`src/rtl/rns_sweep_ctrl_if.sv`:
```
// Operand/result bundle between the sweep controller and the converter datapath.
// The master side is the controller; the slave side is the converter pair plus run control.
interface rns_sweep_ctrl_if #(
  parameter int DYN_SIZE = 17,
  parameter int ERR_W    = 16
);
  logic                start;
  logic                pause;
  logic [DYN_SIZE:0]   n_start;
  logic [DYN_SIZE:0]   n_end;
  logic [DYN_SIZE:0]   N;
  logic [DYN_SIZE:0]   N_out;
  logic                issue;
  logic                busy;
  logic                done;
  logic                clipped;
  logic [ERR_W-1:0]    err_count;
  logic                first_err_valid;
  logic [DYN_SIZE:0]   first_err_N;

  modport master (
    input  start, pause, n_start, n_end, N_out,
    output N, issue, busy, done, clipped, err_count, first_err_valid, first_err_N
  );

  modport slave (
    output start, pause, n_start, n_end, N_out,
    input  N, issue, busy, done, clipped, err_count, first_err_valid, first_err_N
  );
endinterface

```
`src/rtl/rns_sweep_ctrl.sv`:
```
// Sweeps a range of operands through the binary->RNS->binary round trip and
// self-checks each reconstructed value against a latency-matched shadow copy.
module rns_sweep_ctrl #(
  parameter int DYN_SIZE = 17,
  parameter int M_RANGE  = 104160,
  parameter int PIPE_LAT = 4,
  parameter int ERR_W    = 16
) (
  input  logic               clk,
  input  logic               reset,
  rns_sweep_ctrl_if.master   bus
);
  localparam int OW = DYN_SIZE + 1;
  localparam logic [OW-1:0] N_MAX = OW'(M_RANGE - 1);

  typedef enum logic [1:0] {IDLE, ISSUE, DRAIN, DONE} state_t;

  state_t            state_q, state_d;
  logic [OW:0]       cnt_q, cnt_d;
  logic [OW-1:0]     end_q, end_d;
  logic [OW-1:0]     last_q, last_d;
  logic [3:0]        drain_q, drain_d;
  logic              clipped_q, clipped_d;
  logic [ERR_W-1:0]  err_q, err_d;
  logic              ferr_vld_q, ferr_vld_d;
  logic [OW-1:0]     ferr_n_q, ferr_n_d;
  logic              issue;
  logic              end_over;
  logic [OW-1:0]     end_clamp;
  logic              mismatch;

  logic [PIPE_LAT-1:0] sh_vld_q;
  logic [OW-1:0]       sh_n_q [PIPE_LAT];

  assign end_over  = bus.n_end > N_MAX;
  assign end_clamp = end_over ? N_MAX : bus.n_end;
  assign mismatch  = sh_vld_q[PIPE_LAT-1] && (bus.N_out != sh_n_q[PIPE_LAT-1]);

  // NOTE: every signal written here gets a default first so no latch is inferred.
  always_comb begin
    state_d    = state_q;
    cnt_d      = cnt_q;
    end_d      = end_q;
    last_d     = last_q;
    drain_d    = drain_q;
    clipped_d  = clipped_q;
    err_d      = err_q;
    ferr_vld_d = ferr_vld_q;
    ferr_n_d   = ferr_n_q;
    issue      = 1'b0;

    if (mismatch) begin
      if (err_q != '1) err_d = err_q + 1'b1;
      if (!ferr_vld_q) begin
        ferr_vld_d = 1'b1;
        ferr_n_d   = sh_n_q[PIPE_LAT-1];
      end
    end

    case (state_q)
      IDLE: begin
        if (bus.start) begin
          cnt_d      = {1'b0, bus.n_start};
          end_d      = end_clamp;
          clipped_d  = end_over;
          err_d      = '0;
          ferr_vld_d = 1'b0;
          ferr_n_d   = '0;
          state_d    = (bus.n_start > end_clamp) ? DONE : ISSUE;
        end
      end
      ISSUE: begin
        drain_d = '0;
        if (!bus.pause) begin
          issue  = 1'b1;
          last_d = cnt_q[OW-1:0];
          cnt_d  = cnt_q + 1'b1;
          if (cnt_q == {1'b0, end_q}) state_d = DRAIN;
        end
      end
      DRAIN: begin
        if (drain_q == 4'(PIPE_LAT - 1)) state_d = DONE;
        else                             drain_d = drain_q + 1'b1;
      end
      DONE:    state_d = IDLE;
      default: state_d = IDLE;
    endcase
  end

  // NOTE: sequential state uses non-blocking assignments so every register samples pre-edge values.
  always_ff @(posedge clk or posedge reset) begin
    if (reset) begin
      state_q    <= IDLE;
      cnt_q      <= '0;
      end_q      <= '0;
      last_q     <= '0;
      drain_q    <= '0;
      clipped_q  <= 1'b0;
      err_q      <= '0;
      ferr_vld_q <= 1'b0;
      ferr_n_q   <= '0;
      sh_vld_q   <= '0;
    end else begin
      state_q    <= state_d;
      cnt_q      <= cnt_d;
      end_q      <= end_d;
      last_q     <= last_d;
      drain_q    <= drain_d;
      clipped_q  <= clipped_d;
      err_q      <= err_d;
      ferr_vld_q <= ferr_vld_d;
      ferr_n_q   <= ferr_n_d;
      sh_vld_q[0] <= issue;
      for (int i = 1; i < PIPE_LAT; i++) sh_vld_q[i] <= sh_vld_q[i-1];
    end
  end

  // NOTE: shadow operands need no reset; they are only looked at when their valid bit is set.
  always_ff @(posedge clk) begin
    sh_n_q[0] <= bus.N;
    for (int i = 1; i < PIPE_LAT; i++) sh_n_q[i] <= sh_n_q[i-1];
  end

  // During a pause or after the run, N keeps showing the last issued operand.
  assign bus.N               = issue ? cnt_q[OW-1:0] : last_q;
  assign bus.issue           = issue;
  assign bus.busy            = (state_q == ISSUE) || (state_q == DRAIN);
  assign bus.done            = (state_q == DONE);
  assign bus.clipped         = clipped_q;
  assign bus.err_count       = err_q;
  assign bus.first_err_valid = ferr_vld_q;
  assign bus.first_err_N     = ferr_n_q;
endmodule
```
`src/flat_wrapper.sv`:
```
// flat-port wrapper written by rule: the top's interface ports become plain ports
module rns_sweep_ctrl_flat 
#(
  parameter int DYN_SIZE = 17,
  parameter int M_RANGE  = 104160,
  parameter int PIPE_LAT = 4,
  parameter int ERR_W    = 16
)
  (clk, reset, bus_start, bus_pause, bus_n_start, bus_n_end, bus_N_out, bus_N, bus_issue, bus_busy, bus_done, bus_clipped, bus_err_count, bus_first_err_valid, bus_first_err_N);
  rns_sweep_ctrl_if #(.DYN_SIZE(DYN_SIZE), .ERR_W(ERR_W)) bus_i ();
  input  logic clk;
  input  logic reset;
  input wire logic [$bits(bus_i.start)-1:0] bus_start;
  input wire logic [$bits(bus_i.pause)-1:0] bus_pause;
  input wire logic [$bits(bus_i.n_start)-1:0] bus_n_start;
  input wire logic [$bits(bus_i.n_end)-1:0] bus_n_end;
  input wire logic [$bits(bus_i.N_out)-1:0] bus_N_out;
  output wire logic [$bits(bus_i.N)-1:0] bus_N;
  output wire logic [$bits(bus_i.issue)-1:0] bus_issue;
  output wire logic [$bits(bus_i.busy)-1:0] bus_busy;
  output wire logic [$bits(bus_i.done)-1:0] bus_done;
  output wire logic [$bits(bus_i.clipped)-1:0] bus_clipped;
  output wire logic [$bits(bus_i.err_count)-1:0] bus_err_count;
  output wire logic [$bits(bus_i.first_err_valid)-1:0] bus_first_err_valid;
  output wire logic [$bits(bus_i.first_err_N)-1:0] bus_first_err_N;
  assign bus_i.start = bus_start;
  assign bus_i.pause = bus_pause;
  assign bus_i.n_start = bus_n_start;
  assign bus_i.n_end = bus_n_end;
  assign bus_i.N_out = bus_N_out;
  assign bus_N = bus_i.N;
  assign bus_issue = bus_i.issue;
  assign bus_busy = bus_i.busy;
  assign bus_done = bus_i.done;
  assign bus_clipped = bus_i.clipped;
  assign bus_err_count = bus_i.err_count;
  assign bus_first_err_valid = bus_i.first_err_valid;
  assign bus_first_err_N = bus_i.first_err_N;
  rns_sweep_ctrl #(.DYN_SIZE(DYN_SIZE), .M_RANGE(M_RANGE), .PIPE_LAT(PIPE_LAT), .ERR_W(ERR_W)) u_core (.clk(clk), .reset(reset), .bus(bus_i));
endmodule
```
`config.mk`:
```
export PLATFORM = sky130hd
export DESIGN_NAME = rns_sweep_ctrl_flat
export DESIGN_NICKNAME = d
export VERILOG_FILES = /design/src/rtl/rns_sweep_ctrl_if.sv /design/src/rtl/rns_sweep_ctrl.sv /design/src/flat_wrapper.sv
export SDC_FILE = /design/constraint.sdc
export NUM_CORES = 1
export LEC_CHECK = 0
export ABC_AREA = 1
export ABC_CLOCK_PERIOD_IN_PS = 8650
export CORE_ASPECT_RATIO = 0.75
export CORE_MARGIN = 3
export CORE_UTILIZATION = 58
export CTS_CLUSTER_SIZE = 24
export DETAILED_ROUTE_END_ITERATION = 12
export PLACE_DENSITY = 0.83
export SYNTH_ARGS = -nofsm -noshare
export SYNTH_HDL_FRONTEND = slang
export SYNTH_SLANG_ARGS = --single-unit
```
`constraint.sdc`:
```
create_clock -name clk -period 8.65 [get_ports clk]
set_input_delay 1.73 -clock clk [delete_from_list [all_inputs] [get_ports clk]]
set_output_delay 1.73 -clock clk [all_outputs]
set_load 0.1 [all_outputs]
```
==> flow_summary.toml <==
[status]
status = "finished, final reports clean"

[die]
io_pins = 115
fp-row-count = 35
initial_core_util = 0.606
die_h_um = 105
die_w_um = 138
core_mm2 = 0.0126
die_area_mm2 = 0.0146

[cells_and_area]
fillers = 970
drive_gt1_frac = 0.0573
seqCellArea_mm2 = 0.00397
multiInputGateArea_mm2 = 0.00311
synthToLayoutAreaGrowth_pct = 24.5
n_antenna_cell = 0
final_nets = 1135

[cts]
htreeDepth = 4
clock_latency_ns = 0.42
numCtsBuffers = 17
root_buffer = "clkbuf_16"
cts_hold_buf = 0
cts-resized-gates = 0
cts_sinks = 173
clk_pin_slew_ns = 0.07
cts_setup_buffers = 0
clk_path_buf_depth = 2
cts_tree = "built"

[drt]
post_drt_via_cell_ratio = 5.25
drt-initial-drc-count = 539
routed_wl_um = 18800
wire_per_inst_um = 15.3
drtAntennaViolNets = 0
route.detailed.drc = 0
dr.pass1.iters = 6
vias = 6457

[placed_design]
portBuffers = 114
dp_hpwl_um = 13000
gp_congestion = 0.905

[synth]
syn_avg_cell_area_um2 = 8.09
synthFlopType = "dfrtp_1"
async_flop_share = 0.584
netlist_instances = 941
synth_edf_count = 0
synth-seq-cells = 173
yosysSeqAreaShare = 0.521
yosys.cell_types.count = 45
ys_warn_count = 0
synth_nets = 1024
netlist_area_mm2 = 0.00761

[timing]
slew_headroom = 0.313
timing.fmax_mhz = 160
worstMarginPinSlew_ns = 1.03
rsz0062_at_grt = "false"
slew_viol_final = 0
setup_viol = 0
min_period_ns = 6.25
timing.final.crit_share = 0.723
skew_ns = 0.00927
fin_tns_setup_ns = 0
hold_viol = 0

[setup_path]
cp_data_arrival_time_ns = 4.52
setup.worst_path.end_class = "output port"
path_cells = "clkdlybuf4s50_1 -> nor2_1 -> inv_2 -> o21ai_0 -> clkdlybuf4s50_1"
crit_path_top_delay_cell = "clkdlybuf4s50_1"
critPathLaunchType = "primary input"
worstPathMaxFanout = 35
cp.required_ns = 6.92
crit_top_cell = "clkdlybuf4s50_1"
worstSetupPathType = "in2out"
max_stage_delay_ns = 1.23

[grt]
grt_pass1_vias = 6092
grt_usage = 0.258
grt-ovfl-total = 0
grt_max_degree = 75
grt_pass1_wl_um = 30200
antenna_found_initial = 0

[worst_hold_path]
hp-class = "reg2reg"

[job]
drv_cap = 0
==> path summary, 6_finish.rpt <==
path	cells after the start	to	slack, ns	startpoint
max in group asynchronous	3	u_core.last_q[12]	5.71	reset
worst max-delay path	5	bus_N[17]	2.40	bus_pause
worst min-delay path	0	u_core.sh_n_q[1][13]	0.32	u_core.sh_n_q[0][13]
min in group asynchronous	2	u_core.bus.first_err_N[7]	1.65	reset
worst max register to register	7	u_core.sh_n_q[0][5]	5.94	u_core.state_q[1]
worst min register to register	0	u_core.sh_n_q[1][13]	0.32	u_core.sh_n_q[0][13]
==> sequential cells by signal, summed over array words and instances (netlist names), 4 cells and up <==
signal	flops
u_core.end_q	18
u_core.last_q	18
u_core.bus.err_count	16
u_core.drain_q	4
u_core.sh_vld_q	4
u_core.cnt_q	19
u_core.sh_n_q	72
u_core.bus.first_err_N	18
==> cell families (layout without fill, tap and decap cells) <==
kind of cell / after synthesis / in the layout / share of synthesized area
fa+ha+maj: 25 / 25 / 0.0411
xor+xnor: 25 / 25 / 0.0288
buf+inv: 133 / 257 / 0.0703
flops: 173 / 173 / 0.521
simple gates: 451 / 451 / 0.243
other cells: 1 / 1 / 0.000493
compound gates: 133 / 133 / 0.0950
==> per-layer routing <==
layer | GRT usage | wire [um] | up-vias
met4 | 0.0712 | 281 | 0
met2 | 0.423 | 8760 | 259
met1 | 0.359 | 8480 | 2986
met3 | 0.0440 | 1260 | 26
met5 | 0 | 0 | -
li1 | - | - | 3186
==> final cells by class <==
cell class,count,share of cell area
Sequential cell,173,0.419
Clock buffer,19,0.0479
Tap cell,166,0.0219
Multi-Input combinational cell,635,0.328
Inverter,108,0.0430
Clock inverter,13,0.0173
Timing Repair Buffer,117,0.123
==> critical path, delay by kind of cell <==
kind / cells / cell delay, ns
buffers and inverters: 3 / 2.01
AOI/OAI and AO/OA: 1 / 0.40
and+or+nand+nor: 1 / 0.36
==> stage by stage <==
stage / cell area, um^2 / hold slack [ns] / util / worst slack [ns] / std cells
CTS: 9480 / 0.325 / 0.754 / 2.40 / 1231
finish: 9480 / 0.325 / 0.754 / 2.40 / 1231
detailed placement: 8860 / 0.312 / 0.705 / 2.49 / 1199
global placement: 8860 / 0.310 / 0.705 / 2.56 / 1199
global route: 9480 / 0.330 / 0.754 / 2.32 / 1231
floorplan: 7610 / 0.310 / - / 1.15 / 941
==> Yosys cell counts, types with 3 or more instances <==
library cell  count  area (um^2)
nor3_2            3         30.0
xnor2_1           4         35.0
inv_1           100          375
clkinv_1          3         11.3
inv_2             5         18.8
nor2_1          133          499
nand2_1         254          953
buf_4             4         30.0
nor2_2            4         25.0
dfxtp_1          72         1440
a21oi_1          34          170
o21ai_0          66          330
o21a_1            3         22.5
xor2_1           21          184
nand4_1           5         31.3
buf_2             5         25.0
o21ai_1          11         55.1
dfrtp_1         101         2530
clkbuf_1         12         45.0
nor3_1            9         45.0
ha_1             25          313
o211ai_1          3         22.5
nand3_1          31          155
o22ai_1           3         18.8
==> layout by cell type (no fill, tap or decap), drive strengths merged, types with 2 or more instances in the layout <==
cell	n
o21bai	2
o21ai	79
o211ai	3
o22ai	3
dfrtp	101
nand3	34
bufinv	2
o21a	3
nor3	12
nand2	257
a31oi	2
clkinv	4
a22o	2
xnor2	4
inv	113
clkdlybuf4s50	114
a21oi	34
buf	3
nor2	138
clkbuf	19
clkinvlp	2
dfxtp	72
nand4	5
ha	25
xor2	21
or2	2
Power is left out: the tool's default activity adds up to more than one toggle a clock period on the data nets, which glitch-free logic cannot reach.
